`src/rtl/cmos_capture_crop_pkg.sv`:
```
// Shared definitions for the OV5640 capture front end: FSM state codes,
// RGB565 field layout, counter widths and the bring-up colour-bar table.
package cmos_capture_crop_pkg;

    localparam logic [1:0] ST_IDLE    = 2'd0;
    localparam logic [1:0] ST_SKIP    = 2'd1;
    localparam logic [1:0] ST_CAPTURE = 2'd2;

    localparam int R_LSB = 11;
    localparam int R_W   = 5;
    localparam int G_LSB = 5;
    localparam int G_W   = 6;
    localparam int B_LSB = 0;
    localparam int B_W   = 5;

    localparam int X_W = 12;
    localparam int Y_W = 11;

    // Exchange the red and blue fields, green stays in the middle.
    function automatic logic [15:0] swap_rb(input logic [15:0] p);
        return {p[B_LSB +: B_W], p[G_LSB +: G_W], p[R_LSB +: R_W]};
    endfunction

    // Eight vertical bars: white, yellow, cyan, green, magenta, red, blue, black.
    function automatic logic [15:0] bar_color(input logic [2:0] idx);
        logic [15:0] c;
        case (idx)
            3'd0:    c = 16'hFFFF;
            3'd1:    c = 16'hFFE0;
            3'd2:    c = 16'h07FF;
            3'd3:    c = 16'h07E0;
            3'd4:    c = 16'hF81F;
            3'd5:    c = 16'hF800;
            3'd6:    c = 16'h001F;
            default: c = 16'h0000;
        endcase
        return c;
    endfunction

endpackage

```
`src/rtl/cmos_capture_crop_byte_packer.sv`:
```
// cmos_byte_packer: pairs sensor bytes into 16-bit pixels (high byte first),
// optionally swaps R/B, and flags lines that end on a dangling byte.
module cmos_byte_packer #(
    parameter bit SWAP_RB = 1'b1
) (
    input  logic        cmos_pclk,
    input  logic        I_rst_n,
    input  logic        byte_vld,
    input  logic [7:0]  byte_in,
    input  logic        flush,
    input  logic        line_end,
    output logic        pix_vld,
    output logic [15:0] pix_data,
    output logic        odd_end
);
    import cmos_capture_crop_pkg::*;

    logic       phase_q;
    logic [7:0] hi_q;
    logic [15:0] raw;

    // A frame start drops whatever byte arrives with it and restarts pairing.
    always_ff @(posedge cmos_pclk or negedge I_rst_n) begin
        if (!I_rst_n) begin
            phase_q <= 1'b0;
            hi_q    <= 8'd0;
        end else if (flush || !byte_vld) begin
            phase_q <= 1'b0;
        end else begin
            phase_q <= ~phase_q;
            if (!phase_q) begin
                hi_q <= byte_in;
            end
        end
    end

    assign raw      = {hi_q, byte_in};
    assign pix_vld  = byte_vld & phase_q & ~flush;
    assign pix_data = SWAP_RB ? swap_rb(raw) : raw;
    assign odd_end  = line_end & phase_q;

endmodule

```
`src/rtl/cmos_capture_crop.sv`:
```
// OV5640 DVP capture: byte packing, start-up frame skip, fixed crop window.
// Define CMOS_CAPTURE_TESTPAT_EN to replace pixel data with 8 colour bars.
module cmos_capture_crop #(
    parameter int SKIP_FRAMES = 10,
    parameter int CROP_X0     = 0,
    parameter int CROP_Y0     = 0,
    parameter int OUT_W       = 1280,
    parameter int OUT_H       = 720,
    parameter bit SWAP_RB     = 1'b1
) (
    input  logic        cmos_pclk,
    input  logic        I_rst_n,
    input  logic        I_cfg_done,
    input  logic        I_cmos_vsync,
    input  logic        I_cmos_href,
    input  logic [7:0]  I_cmos_db,
    output logic        O_vs_n,
    output logic        O_de,
    output logic [15:0] O_data,
    output logic        O_frame_start,
    output logic        O_line_err,
    output logic [1:0]  dbg_state
);
    import cmos_capture_crop_pkg::*;

    localparam int SKW = (SKIP_FRAMES > 1) ? $clog2(SKIP_FRAMES) : 1;
    localparam logic [SKW-1:0] SKIP_LAST = (SKIP_FRAMES > 0) ? SKW'(SKIP_FRAMES - 1) : '0;
    localparam logic [X_W:0]   X_LO = (X_W + 1)'(CROP_X0);
    localparam logic [X_W:0]   X_HI = (X_W + 1)'(CROP_X0 + OUT_W);
    localparam logic [Y_W:0]   Y_LO = (Y_W + 1)'(CROP_Y0);
    localparam logic [Y_W:0]   Y_HI = (Y_W + 1)'(CROP_Y0 + OUT_H);
    localparam logic [X_W-1:0] X_MAX = '1;
    localparam logic [Y_W-1:0] Y_MAX = '1;

    logic           s1_vsync, s1_href, s1_vsync_d, s1_href_d;
    logic [7:0]     s1_db;
    logic           frame_start, line_end;
    logic [1:0]     state_q, state_d;
    logic [SKW-1:0] skip_cnt, skip_d;
    logic           accept;
    logic [X_W-1:0] x_cnt;
    logic [Y_W-1:0] y_cnt;
    logic           pix_vld, odd_end, in_win, de_next;
    logic [15:0]    pix_data, pix_out;

    always_ff @(posedge cmos_pclk or negedge I_rst_n) begin
        if (!I_rst_n) begin
            s1_vsync   <= 1'b0;
            s1_href    <= 1'b0;
            s1_db      <= 8'd0;
            s1_vsync_d <= 1'b0;
            s1_href_d  <= 1'b0;
        end else begin
            s1_vsync   <= I_cmos_vsync;
            s1_href    <= I_cmos_href;
            s1_db      <= I_cmos_db;
            s1_vsync_d <= s1_vsync;
            s1_href_d  <= s1_href;
        end
    end

    assign frame_start = s1_vsync & ~s1_vsync_d;
    assign line_end    = ~s1_href & s1_href_d;

    cmos_byte_packer #(
        .SWAP_RB (SWAP_RB)
    ) u_packer (
        .cmos_pclk (cmos_pclk),
        .I_rst_n   (I_rst_n),
        .byte_vld  (s1_href),
        .byte_in   (s1_db),
        .flush     (frame_start),
        .line_end  (line_end),
        .pix_vld   (pix_vld),
        .pix_data  (pix_data),
        .odd_end   (odd_end)
    );

    // The frame start that leaves IDLE is not counted as a skipped frame;
    // the SKIP_FRAMES-th start seen in SKIP opens the first captured frame.
    always_comb begin
        state_d = state_q;
        skip_d  = skip_cnt;
        if (!I_cfg_done) begin
            state_d = ST_IDLE;
            skip_d  = '0;
        end else begin
            case (state_q)
                ST_IDLE: begin
                    skip_d = '0;
                    if (frame_start) begin
                        state_d = (SKIP_FRAMES == 0) ? ST_CAPTURE : ST_SKIP;
                    end
                end
                ST_SKIP: begin
                    if (frame_start) begin
                        if (skip_cnt == SKIP_LAST) begin
                            state_d = ST_CAPTURE;
                        end else begin
                            skip_d = skip_cnt + 1'b1;
                        end
                    end
                end
                ST_CAPTURE: state_d = ST_CAPTURE;
                default:    state_d = ST_IDLE;
            endcase
        end
    end

    always_ff @(posedge cmos_pclk or negedge I_rst_n) begin
        if (!I_rst_n) begin
            state_q  <= ST_IDLE;
            skip_cnt <= '0;
        end else begin
            state_q  <= state_d;
            skip_cnt <= skip_d;
        end
    end

    assign accept    = I_cfg_done & frame_start & (state_d == ST_CAPTURE);
    assign dbg_state = state_q;

    always_ff @(posedge cmos_pclk or negedge I_rst_n) begin
        if (!I_rst_n) begin
            x_cnt <= '0;
            y_cnt <= '0;
        end else if (frame_start) begin
            x_cnt <= '0;
            y_cnt <= '0;
        end else if (line_end) begin
            x_cnt <= '0;
            if (y_cnt != Y_MAX) begin
                y_cnt <= y_cnt + 1'b1;
            end
        end else if (pix_vld && (x_cnt != X_MAX)) begin
            x_cnt <= x_cnt + 1'b1;
        end
    end

    assign in_win = ({1'b0, x_cnt} >= X_LO) && ({1'b0, x_cnt} < X_HI) &&
                    ({1'b0, y_cnt} >= Y_LO) && ({1'b0, y_cnt} < Y_HI);

    // O_de is a valid-only qualifier: the buffer has no backpressure, so each
    // high cycle is exactly one pixel and O_data is held between pixels.
    assign de_next = pix_vld & in_win & (state_q == ST_CAPTURE) & I_cfg_done;

`ifdef CMOS_CAPTURE_TESTPAT_EN
    assign pix_out = bar_color(x_cnt[10:8]);
`else
    assign pix_out = pix_data;
`endif

    always_ff @(posedge cmos_pclk or negedge I_rst_n) begin
        if (!I_rst_n) begin
            O_vs_n        <= 1'b1;
            O_de          <= 1'b0;
            O_data        <= 16'd0;
            O_frame_start <= 1'b0;
            O_line_err    <= 1'b0;
        end else begin
            O_vs_n        <= ~s1_vsync;
            O_de          <= de_next;
            O_frame_start <= accept;
            if (de_next) begin
                O_data <= pix_out;
            end
            if (odd_end) begin
                O_line_err <= 1'b1;
            end
        end
    end

endmodule

```
`config.mk`:
```
export PLATFORM = sky130hd
export DESIGN_NAME = cmos_capture_crop
export DESIGN_NICKNAME = d
export VERILOG_FILES = /design/src/rtl/cmos_capture_crop_pkg.sv /design/src/rtl/cmos_capture_crop_byte_packer.sv /design/src/rtl/cmos_capture_crop.sv
export SDC_FILE = /design/constraint.sdc
export NUM_CORES = 1
export LEC_CHECK = 0
export CAP_MARGIN = 30
export CORE_MARGIN = 5
export CORE_UTILIZATION = 37
export CTS_CLUSTER_DIAMETER = 40
export DETAILED_ROUTE_END_ITERATION = 12
export DONT_BUFFER_PORTS = 1
export PLACE_DENSITY = 0.6
export SLEW_MARGIN = 15
export SYNTH_ARGS = -nofsm -noshare
export SYNTH_HDL_FRONTEND = slang
export SYNTH_SLANG_ARGS = --single-unit
export TNS_END_PERCENT = 30
```
`constraint.sdc`:
```
create_clock -name cmos_pclk -period 2.3 [get_ports cmos_pclk]
set_clock_uncertainty 0.1 [all_clocks]
set_input_delay 0.115 -clock cmos_pclk [delete_from_list [all_inputs] [get_ports cmos_pclk]]
set_output_delay 0.115 -clock cmos_pclk [all_outputs]
set_load 0.03 [all_outputs]
```
======== Word level (Yosys, flattened, before mapping) ========
Index checks and enable logic that the tools add are counted.
word-level totals
  bits of input ports ..................... 13
  logic and storage cells ................. 73
  register bits ........................... 70
operators by class
  $lt $le $gt $ge ......................... 2
  eq/ne operators ......................... 9
  reduce and logical (&&, ||, !) cells .... 11
  bitwise logic cells ..................... 16
  $add $sub $neg .......................... 3
  mux-type cells .......................... 16
operators with widths
  kind                     count
  $mux W12                 3
  $mux W11                 3
  $add A12 B1 Y12 const B  1
  $lt A12 B11 Y1 const B   1
  $mux W4                  3
  $ne A12 B12 Y1 const B   1
  $add A11 B1 Y11 const B  1
  $lt A11 B10 Y1 const B   1
  $ne A11 B11 Y1 const B   1
  $and A1 B1 Y1            10
  $mux W2                  4
  $pmux W4 S2              1
  $ne A3 B3 Y1 const B     2
  $not A1 Y1               6
  $pmux W2 S3              1
  $add A4 B1 Y4 const B    1
  $eq A2 B2 Y1 const B     2
  $eq A4 B4 Y1 const B     1
  $reduce_and A2 Y1        2
  $reduce_bool A2 Y1       2
  $ne A3 B1 Y1 const B     1
  $reduce_and A3 Y1        1
  $reduce_bool A3 Y1       1
  $eq A2 B1 Y1 const B     1
  5 further kinds          6

======== Longest topological paths before layout ========
  word-level depth ........................ 8
  gate-level depth with buffers ........... 6

======== Hierarchy ========
From an unflattened synthesis, not the netlist that was laid out.
unflattened totals
  cell total of the unflattened synthesis .. 268
  area total of the unflattened synthesis .. 3134.3 um^2
modules (own cells, without submodules)
  module             area each (um^2)  seq. area each (um^2)  times used  cells each
  cmos_capture_crop  2688.8            1527.7                 1           239
  cmos_byte_packer   445.4             225.2                  1           29

======== Worst setup path before layout ========
OpenSTA, ideal clock, no wires.
  path type ............................... reg-to-reg
  start ................................... register state_q[1], in the netlist dbg_state[1]
  end ..................................... register O_data[10]
  stages on the path, launching flop included .. 7
  library setup time ...................... 128 ps
  clock period less this slack ............ 2233 ps
  arrival ................................. 2005 ps
  slack ................................... 67 ps
  cell sequence ........................... dfrtp_1 > buf_2 > nor2b_1 > nand4_1 > a311oi_4 > buf_4 > mux2_1
on the way
  word-level cells in the longest chain between the ends .. 3
RTL lines
  element                     RTL line                  text
  from (decl)                 cmos_capture_crop.sv:38   logic [1:0] state_q, state_d;
  from (signal assigned)      cmos_capture_crop.sv:115  state_q <= state_d;
  $eq A2 B2 Y1                cmos_capture_crop.sv:145  assign de_next = pix_vld & in_win & (state_q == ST_CAPTURE) & I_cfg_done;
  $and A1 B1 Y1 (2 in a row)  cmos_capture_crop.sv:145
  net de_next                 cmos_capture_crop.sv:43   logic pix_vld, odd_end, in_win, de_next;
  to (signal assigned)        cmos_capture_crop.sv:165  O_data <= pix_out;
  to (decl)                   cmos_capture_crop.sv:19   output logic [15:0] O_data,
The timed path passes the listed nets, and every way through them passes these cells.
A chain may end at the register's enable or synchronous reset.

======== Worst setup path after layout ========
  start ................................... register s1_href
  end ..................................... register x_cnt[7]
on the way
  word-level cells in the longest chain between the ends .. 4
RTL lines
  element                                                          RTL line                                                      text
  from (decl)                                                      cmos_capture_crop.sv:35                                       logic s1_vsync, s1_href, s1_vsync_d, s1_href_d;
  from (signal assigned)                                           cmos_capture_crop.sv:55                                       s1_href <= I_cmos_href;
  $and A1 B1 Y1 or $not A1 Y1 (tied branches)                      cmos_capture_crop_byte_packer.sv:38, cmos_capture_crop.sv:63
  $and A1 B1 Y1, on equally long branches                          cmos_capture_crop_byte_packer.sv:38, cmos_capture_crop.sv:63
  $logic_and A1 B1 Y1 or $mux W12 (tied branches)                  cmos_capture_crop.sv:135, cmos_capture_crop.sv:130
  $reduce_bool A3 Y1 (no source line) or $mux W12 (tied branches)  -
  to (signal assigned)                                             cmos_capture_crop.sv:136                                      x_cnt <= x_cnt + 1'b1;
  to (decl)                                                        cmos_capture_crop.sv:41                                       logic [X_W-1:0] x_cnt;
Several ways; a longest one is shown, not always the timed one.

==> summary.md <==
| Metric | Value |
|---|---|
| Final WS setup | 0.3582 ns |
| Number of fill cells | 774 |
| Fraction of registers with async set/reset | 100.0% |
| Critical Setup Path Class | reg2reg |
| Worst path required time | 2.49 ns |
| Critical Path Fanout Max | 7 |
| Post-synth cell types | 45 |
| Core area | 8093 um2 |
| Clock latency on the worst-skew pair | 0.35 ns |
| Worst VDD drop | 0.4514 mV |
| Initial antenna violation count | 0 |
| Slew Viols, Final | 0 |
| Setup_tns | 0 ns |
| Mapped Cells | 252 |
| Worst setup SP type | register |
| Final WL | 5830 um |
| Period utilization | 84.43% |
| P&R area growth vs syn | 16.48% |
| DR WL/cell | 15.03 um |
| Number of cell rows | 33 |
| Critical Path Slowest Stage Cell | or4_1 |
| Outcome | finished clean |
| PortBufs | 0 |
| Initial core utilization | 37.24% |
| Final ANT Viol Nets | 0 |
| Most common cell after layout, fill and taps aside | dfrtp_1 |
| Most frequent cells in the layout | 69 x dfrtp_1, 19 x nand2_1, 16 x nor2_1 |
| Post-synth EDFFs | 0 |
| Via-per-instance ratio | 5.309 |
| IO Count | 35 |
| Power Dens Cells | 679.4 nW/um2 |
| Post-place setup slack | 0.3531 ns |
| Max cap viols | 0 |
| DP Area | 3182 um2 |
| RSZ-0062 raised after global routing | false |
| Synth warnings | 0 |
| Synthesized flop and latch total | 70 |
| Post-CTS Repair Setup Buffers | 0 |
| Sink Count | 70 |
| 1st-iter DRT viols | 72 |
| Fmax achieved | 0.5150 GHz |
| Post-route minimum period | 1.942 ns |
| Mean cell area of the mapped netlist | 11.96 um2 |
| H-Tree Depth | 3 |
| CP Capture Type | register |
| HP Class | in2async |
| Fin util | 43.38% |
| Area occupied by multi-input gates | 1210 um2 |
| First-pass DRT Iterations | 4 |
| Num CTS Buffers | 9 |
| Share of layout cells above drive strength 1 | 15.19% |
| Register area share after synthesis | 58.16% |
| Die ar. | 10050 um2 |
| Crit path largest cell delay | 0.66 ns |
| Prevailing post-synth register cell | dfrtp_1 |
| Worst slew margin | 57.45% |
| CTS tree | done |
| Total Routing Usage GR | 12.67% |
| Crit-path cells | nand2_1 -> or4_1 -> or4_1 -> nand2_1 |
| Width of the die | 100.3 um |
| Syn nets | 269 |
| Final cell count without fillers | 388 |
| Lkg Pwr | 1.528 nW |
| Global-route wire length before repair | 10090 um |
| Largest net degree at the start of global routing | 71 |
| Root buf cell | clkbuf_8 |
| Total gr overflow | 0 |
| FF/Latch Area | 1753 um2 |
| R2R cell count | 4 |
| Die H | 100.3 um |
| Setup violations, final | 0 |
| Hold Vio Cnt, Final | 0 |
| Worst EP arrival | 2.13 ns |
| Clk slew on worst S/H paths | 0.08 ns |
| Detailed-route via count | 2060 |
| Post-DP HPWL | 3925 um |
| Dpl cells | 359 |
| Vias in the first global route | 2071 |
| Worst-case clock buffer depth | 2 |
| Number of antenna repair diodes | 0 |
| Synthesized area | 3014 um2 |
| Layout Nets | 295 |
| Gpl congestion | 0.7800 |
| Worst-margin pin slew | 0.6334 ns |
| DR DRC count | 0 |
| Design area | 3511 um2 |
## sequential cells by signal (all words and copies together), names as in the netlist
name              flops
u_packer.hi_q         8
s1_vsync_d            1
O_data               16
u_packer.phase_q      1
x_cnt                12
O_frame_start         1
O_line_err            1
O_vs_n                1
s1_vsync              1
s1_href_d             1
O_de                  1
s1_href               1
s1_db                 8
dbg_state             2
skip_cnt              4
y_cnt                11
## layout make-up
cell class | count | area share [%]
inverters | 4 | 0.4277
repair buffers | 21 | 6.272
well taps | 105 | 3.742
flip-flops and latches | 70 | 49.93
multi-input cells | 172 | 34.46
clock inverters | 7 | 1.639
clock buffers | 9 | 3.528
## critical path, delay by kind of cell (launching register included)
kind / cells / cell delay [ns]
AND/OR/NAND/NOR: 4 / 1.35
flip-flops: 1 / 0.43
## metal layers
metal / GRT usage, % / routed length, um
met1: 16.32 / 2572
met2: 18.50 / 2656
met3: 6.115 / 507
met4: 4.663 / 94
met5: 0 / 0
## cell families (layout without fill, tap and decap cells)
logic type	after synthesis	after routing	share of synthesized area [%]
AO/OA/AOI/OAI	41	41	9.299
XOR/XNOR	5	5	1.453
adder cells (fa/ha/maj)	4	4	1.661
buffers and inverters	10	41	1.702
flip-flops	70	70	58.16
multiplexers	32	32	11.62
AND/OR/NAND/NOR	90	90	16.11
## power by group
group	switching (mW)	total, mW	internal (mW)
registers	0.0389	1.32	1.28
logic	0.0826	0.154	0.0711
clock network	0.504	0.910	0.405
## Yosys cell counts (all sizes together), types with 3 or more instances
master / count / area share [%]
xor2: 4 / 1.2
mux2i: 8 / 2.7
nand4: 8 / 1.7
nor2b: 4 / 1.1
nor2: 16 / 2.0
o211ai: 5 / 1.2
or4: 7 / 1.7
o31ai: 4 / 1.0
nand2b: 3 / 0.62
dfrtp: 69 / 57
nand2: 19 / 2.4
o21a: 3 / 0.75
nor3: 7 / 1.2
mux2: 24 / 9.0
and4: 3 / 0.87
o21ai: 11 / 1.8
inv: 4 / 0.50
nand3: 11 / 1.8
ha: 4 / 1.7
buf: 4 / 0.95
a21oi: 8 / 1.3
## through the flow
step / hold slack, ns / power (mW)
2_1_floorplan: -0.2806 / 1.420
5_1_grt: 0.1845 / 2.504
3_3_place_gp: -0.2785 / 1.450
6_report: 0.1889 / 2.385
4_1_cts: 0.1754 / 2.429
3_5_place_dp: -0.2787 / 1.456
## path summary, 6_finish.rpt
path	from	end	slack (ns)
worst max-delay path	s1_href	x_cnt[7]	0.36
worst min-delay path	I_rst_n	y_cnt[5]	0.19
worst max register to register	s1_href	x_cnt[7]	0.36
worst min register to register	s1_vsync	s1_vsync_d	0.32
max in group asynchronous	I_rst_n	O_vs_n	1.58
min in group cmos_pclk	I_cfg_done	O_de	0.19
## timing repair
action,in CTS,in global routing
gates resized for setup,0,0
hold buffers,13,0
hold endpoints to repair,87,0
Note: power is estimated with default switching activity, not from simulation.
